`src/rtl/acorn128_dec_stream.sv`:
```
// Bit-serial ACORN-128 decryption engine: ciphertext in, plaintext out, state advanced one step per bit.
// Define ACORN_DEC_PAD_EN to build the PAD_STEPS-step post-message padding; otherwise DONE follows the last bit.
module acorn128_dec_stream #(
    parameter int PAD_STEPS = 256
) (
    input  logic         clk,
    input  logic         rst,
    input  logic         load,
    input  logic         load_empty,
    input  logic [292:0] state_in,
    input  logic         c_valid,
    input  logic         c_bit,
    input  logic         c_last,
    output logic         c_ready,
    output logic         p_valid,
    output logic         p_bit,
    input  logic         p_ready,
    output logic         done,
    output logic [292:0] state_out
);

    localparam logic [1:0] ST_IDLE = 2'd0;
    localparam logic [1:0] ST_RUN  = 2'd1;
    localparam logic [1:0] ST_DONE = 2'd3;

    function automatic logic maj(input logic a, input logic b, input logic c);
        return (a & b) ^ (a & c) ^ (b & c);
    endfunction

    function automatic logic ch(input logic x, input logic y, input logic z);
        return (x & y) ^ (~x & z);
    endfunction

    logic [1:0]   fsm;
    logic [292:0] s;
    logic [292:0] t;
    logic [292:0] s_next;
    logic         ks;
    logic         f;
    logic         ca;
    logic         cb;
    logic         m;
    logic         accept;

    always_comb begin
        // NOTE: t starts as a full copy of s, so every bit is assigned on every pass and no latch is inferred.
        t      = s;
        t[289] = s[289] ^ s[235] ^ s[230];
        t[230] = s[230] ^ s[196] ^ s[193];
        t[193] = s[193] ^ s[160] ^ s[154];
        t[154] = s[154] ^ s[111] ^ s[107];
        t[107] = s[107] ^ s[66]  ^ s[61];
        t[61]  = s[61]  ^ s[23]  ^ s[0];
    end

    assign ks = t[12] ^ t[154] ^ maj(t[235], t[61], t[193]) ^ ch(t[230], t[111], t[66]);

`ifdef ACORN_DEC_PAD_EN
    localparam logic [1:0] ST_PAD  = 2'd2;
    localparam logic [1:0] ST_TAIL = ST_PAD;
    localparam int         CNT_W   = $clog2(PAD_STEPS) + 1;

    logic [CNT_W-1:0] pad_cnt;
    logic             in_pad;
    logic             pad_last;

    assign in_pad   = (fsm == ST_PAD);
    assign pad_last = (pad_cnt == CNT_W'(PAD_STEPS - 1));
    // Padding injects a single 1 at k=0 and keeps ca on for the first 128 steps.
    assign ca = in_pad ? (32'(pad_cnt) < 32'd128) : 1'b1;
    assign m  = in_pad ? (pad_cnt == '0) : (c_bit ^ ks);

    // Counter runs only while padding and sits at zero otherwise, so each message starts at k=0.
    always_ff @(posedge clk or posedge rst) begin
        if (rst)
            pad_cnt <= '0;
        else if (in_pad)
            pad_cnt <= pad_cnt + 1'b1;
        else
            pad_cnt <= '0;
    end
`else
    localparam logic [1:0] ST_TAIL = ST_DONE;

    // PAD_STEPS has no effect when padding is left to an external block.
    logic unused_pad_steps;
    assign unused_pad_steps = (PAD_STEPS > 0);

    assign ca = 1'b1;
    assign m  = c_bit ^ ks;
`endif

    assign cb     = 1'b0;
    assign f      = t[0] ^ ~t[107] ^ maj(t[244], t[23], t[160]) ^ (ca & t[196]) ^ (cb & ks);
    assign s_next = {f ^ m, t[292:1]};

    // At most one plaintext bit is ever pending.
    assign c_ready   = (fsm == ST_RUN) & (~p_valid | p_ready);
    assign accept    = c_valid & c_ready;
    assign done      = (fsm == ST_DONE);
    assign state_out = s;

    always_ff @(posedge clk or posedge rst) begin
        if (rst) begin
            // NOTE: sequential state uses non-blocking assignments only, so all registers update together.
            fsm     <= ST_IDLE;
            s       <= '0;
            p_valid <= 1'b0;
            p_bit   <= 1'b0;
        end else begin
            if (p_ready)
                p_valid <= 1'b0;
            case (fsm)
                ST_IDLE, ST_DONE: begin
                    if (load) begin
                        s   <= state_in;
                        fsm <= load_empty ? ST_TAIL : ST_RUN;
                    end
                end
                ST_RUN: begin
                    if (accept) begin
                        s       <= s_next;
                        p_bit   <= m;
                        p_valid <= 1'b1;
                        if (c_last)
                            fsm <= ST_TAIL;
                    end
                end
`ifdef ACORN_DEC_PAD_EN
                ST_PAD: begin
                    s <= s_next;
                    if (pad_last)
                        fsm <= ST_DONE;
                end
`endif
                default: fsm <= ST_IDLE;
            endcase
        end
    end

endmodule

```
`config.mk`:
```
export PLATFORM = sky130hd
export DESIGN_NAME = acorn128_dec_stream
export DESIGN_NICKNAME = d
export VERILOG_FILES = /design/src/rtl/acorn128_dec_stream.sv
export SDC_FILE = /design/constraint.sdc
export NUM_CORES = 1
export LEC_CHECK = 0
export CORE_AREA = 2 2 236 238
export DETAILED_ROUTE_END_ITERATION = 8
export DIE_AREA = 0 0 238 240
export PLACE_DENSITY = 0.53
export SLEW_MARGIN = 10
export SYNTH_ARGS = -nofsm -noshare
export SYNTH_HDL_FRONTEND = slang
export SYNTH_SLANG_ARGS = --single-unit
```
`constraint.sdc`:
```
create_clock -name clk -period 15.5 [get_ports clk]
set_clock_uncertainty 0.2 [all_clocks]
set_input_delay 2.325 -clock clk [delete_from_list [all_inputs] [get_ports clk]]
set_output_delay 2.325 -clock clk [all_outputs]
set_load 0.05 [all_outputs]
```
# Word level (Yosys, flattened, before mapping)
# Cells that the tools add are included.
# totals
register_bits	297
inputBits	301
out_inout_bits	297
wordCells	65
# classes
eq_ne	5
mux	11
bitwise	39
reduce_logical	6
# op_table
operator	count
293-bit two-way mux	2
293-bit case mux with 2 select lines	1
1-bit XOR	25
1-bit bitwise AND	10
2-bit two-way mux	4
2-bit != test, second input constant	3
3-bit AND reduction	2
2-bit case mux with 2 select lines	1
1-bit two-way mux	3
1-bit NOT	3
2-bit by 1-bit equality test with 1-bit output, second input constant	1
2-bit equality test, second input constant	1
2-bit logical NOT	1
2-bit AND reduction	1
2-bit nonzero test	1
2-bit OR reduction	1
1-bit bitwise OR	1

# Longest topological paths before layout
# depth
word_depth	11
depth_mapped	10
depth_no_buf	7

# Least setup slack after synthesis
# Ideal clock, no wire load.
# synth_timing
path_kind	input -> output
startpoint	input p_ready
endpoint	output c_ready
t_arrival_ns	2.908
t_required_ns	12.975
setup_slack_ns	10.067
stages	2
path_buffers	0
path_cell_list	nand2b_1 > and2_1
# synth_via
elab_chain_cells	2
# synth_lines
element	line	rtl
start, declared	17	input logic p_ready,
1-bit bitwise OR	98	assign c_ready = (fsm == ST_RUN) & (~p_valid | p_ready);
1-bit bitwise AND	98	
end, declared	14	output logic c_ready,
# No other way between the ends.

# Worst setup path in the final report
# layout_timing
startpoint	input p_ready
endpoint	register s[60], in the netlist state_out[60]
# layout_via
elab_chain_cells	5
# layout_lines
element	line	rtl
1-bit bitwise OR	98	
1-bit bitwise AND	98	
1-bit bitwise AND	99	assign accept = c_valid & c_ready;
2-bit != test (no line)	n/a	
3-bit AND reduction (no line)	n/a	
end signal, assigned	116	s <= state_in;
end signal, assigned	122	s <= s_next;
end, declared	35	logic [292:0] s;
# No other way between the ends.
# A chain may end at the register's enable or synchronous reset.

==> results.md <==
- Fill cell total of the finished layout: 5339
- Antenna-violating nets left: 0
- Sw Pwr: just over 3 mW
- Gpl congestion: 0.819
- Crit share post-route: 0.437
- Final core occ: 0.394
- Global-route wire length before repair: approximately 74000 um
- YS warnings: 0
- Crit-path max cell delay: 0.96 ns
- Worst-path cell chain: clkdlybuf4s50_1 > nand2b_1 > nand3_1 > a21oi_4 > buf_4 > buf_4 > buf_4 > mux2_2
- Max-cap viol count: 0
- Setup crit end kind: flip-flop
- Most frequent cells after synthesis: dfrtp_1, a21oi_1, mux2i_1, nor2_1, clkbuf_1
- P_leak: between 9 and 10 nW
- Synth Area in Adders: 0.00419
- DRC: 0
- Dominant synthesized flop cell: dfrtp_1
- Root buffer cell: clkbuf_16
- Layout cells sized above 1: 0.0401
- Min-Delay Path Class: reg2reg
- Critical Path AT: 6.98 ns
- Share of the synthesized area in the top cell type: 0.541
- Port bufs: 597
- Vias in the first global route: between 10k and 15k
- Synth area leader: dfrtp_1
- Die X-Extent: 238 um
- Num ports: 598
- PostCTS Resize Cnt: 0
- Synth cell types: 25
- Pwr dens: 282 nW/um^2
- Clk pin slew, worst setup/hold paths: 0.06 ns
- Pins over their slew limit: 0
- Final Instance Area: 21600 sq um
- Comb power frac: 0.608
- Crit start category: input port
- Crit Path Max Fanout: around 120
- Avg Vias per Cell: 4.49
- Switching fraction of total power: 0.506
- RSZ-0062 raised after global routing: false
- Hold WS: 0.349 ns
- Post-synthesis compound-gate area fraction: 0.109
- Multiplexer area fraction after synthesis: 0.216
- Area of the multi-input gates: 5930 sq um
- # rows: 86
- Clk sinks: between 200 and 300
- Worst path setup slack after routing: 8.73 ns
- Sequential fraction of the synthesis area: 0.541
- TNS Setup: 0 ns
- Worst-skew pair later-pin latency: roughly 0.54 ns
- Tmin final: 6.77 ns
- Outcome: completed
- Initial core utilization: 0.251
- Die height: 240 um
- All-Layer GR Usage: 0.170
- Clk pwr share: 0.143
- Final setup vio count: 0
- DR pass1 iterations: 5
- Fin. Hold Viols: 0
- Syn nets: roughly 1.6k
- Crit-path most repeated cell: buf_4
- Largest family of logic cells by synthesized area: multiplexers
- Hold-fix buffers, CTS: 0
- H-Tree Depth: 2
- Antenna violations before repair: 5
- Part of the power in registers: 0.249
- Routed via count: 11.7k
- Synthesis-to-layout area growth: 56.9%
- Most common cell in the netlist: dfrtp_1
- Final WL: approximately 50000 um
- Synth Area in Simple Gates: 0.0852
- Place WS: around 8.2 ns
- Critical-path top delay cell: buf_4
- Die Area: 57100 sq um
- Power Total: 6.08 mW
- Hpwl dp: roughly 37000 um
- Max VDD drop: 0.150 mV
- Relative slew slack: 0.148
- Register bit total from synthesis: between 200 and 300
- Post-synth EDFFs: 0
- Post-Layout Cell Count: between 2k and 3k
- TritonCTS clock tree: yes
- Top post-synthesis cells by area: dfrtp_1, mux2i_1, a21oi_1
- Worst slew pin tran: 1.28 ns
- WS Path Type: in2reg
- Sequential cell area: 7430 sq um
- Placed insts: between 2k and 3k
- Largest buffer count on any clock path: 3
- Total grt overflow: 0
- Syn avg cell area: roughly 10 sq um
- Iter 0 DRT Violations: 486
- Post-Syn Instances: 1317
- Nets: 2173
- Internal: between 3 and 4 mW
- Wire length per cell: 19.4 um
- Fraction of registers with async set/reset: 1.00
- Data required, critical path: 15.71 ns
- Area after DPL: about 20000 sq um
- Core Area: approximately 55000 sq um
- Total CTS buffers: 37
- Largest net degree at the start of global routing: about 130
- Post-Syn Area: between 10000 and 15000 sq um
- Post-CTS repair timing setup buffer count: 0
- Post-synthesis xor/xnor area fraction: 0.0155
- Max Fclk: roughly 150 MHz
[worst max-delay path: cells and delay by family]
kind,cells,cell delay (ns)
buffers and inverters,4,2.92
AO/OA/AOI/OAI,1,0.82
multiplexers,1,0.42
AND/OR/NAND/NOR,2,0.39
[metal layers]
metal,GRT usage,share of wire,vias to the layer above
met3,0.0660,0.092,56
met1,0.205,0.41,5534
met4,0.0422,0.019,6
met2,0.283,0.48,406
li1,-,-,5678
met5,0,0.00064,-
[cells in the final DEF (no fill, tap or decap), drive strengths merged, types with 4 or more instances in the layout]
cell	count
mux2i	291
buf	13
xnor3	6
inv	6
nor2	291
a21oi	293
clkdlybuf4s50	597
dfrtp	297
clkbuf	54
nand2	7
clkinv	6
mux2	5
xnor2	4
[cells by family (layout without fill, tap and decap cells)]
group,Yosys count,count (layout)
buffers and inverters,103,679
muxes,296,296
other,0,2
xor gates and xnor gates,13,13
DFF,297,297
adders and majority gates,5,5
AOI/OAI and AO/OA,297,297
and+or+nand+nor,306,306
[area by class of cell]
cell class,instances,area share
diodes,2,0.000232
clock buffers,54,0.0496
clock inverters,9,0.00557
inverters,6,0.00139
multi-input cells,917,0.275
flip-flops and latches,297,0.345
well taps,704,0.0409
repair buffers,610,0.282
[worst paths after layout]
kind	startpoint	to	slack, ns	depth (start not counted)
setup / recovery	p_ready	state_out[60]$_DFFE_PP0P_	8.73	8
hold / removal	state_out[60]$_DFFE_PP0P_	state_out[60]$_DFFE_PP0P_	0.35	1
setup reg to reg	fsm[1]$_DFFE_PP0P_	state_out[60]$_DFFE_PP0P_	10.44	9
hold reg to reg	state_out[60]$_DFFE_PP0P_	state_out[60]$_DFFE_PP0P_	0.35	1
max in group asynchronous	rst	state_out[36]$_DFFE_PP0P_	10.74	4
min in group asynchronous	rst	state_out[66]$_DFFE_PP0P_	2.12	2
[flip-flops by register name, summed over array words and instances, names as in the netlist]
register and cells:
p_bit 1, p_valid 1, state_out 293, fsm 2
[power by group through the flow]
stage                     Combinational [mW]  Sequential (mW)  Clock [mW]
final                                   3.70             1.51       0.866
after global routing                    3.92             1.57       0.926
after CTS                               3.73             1.53       0.895
after detailed placement                3.73             1.53           0
after global placement                  3.70             1.52           0
after floorplan                         1.32             2.66           0
(Power assumes the default switching activity.)
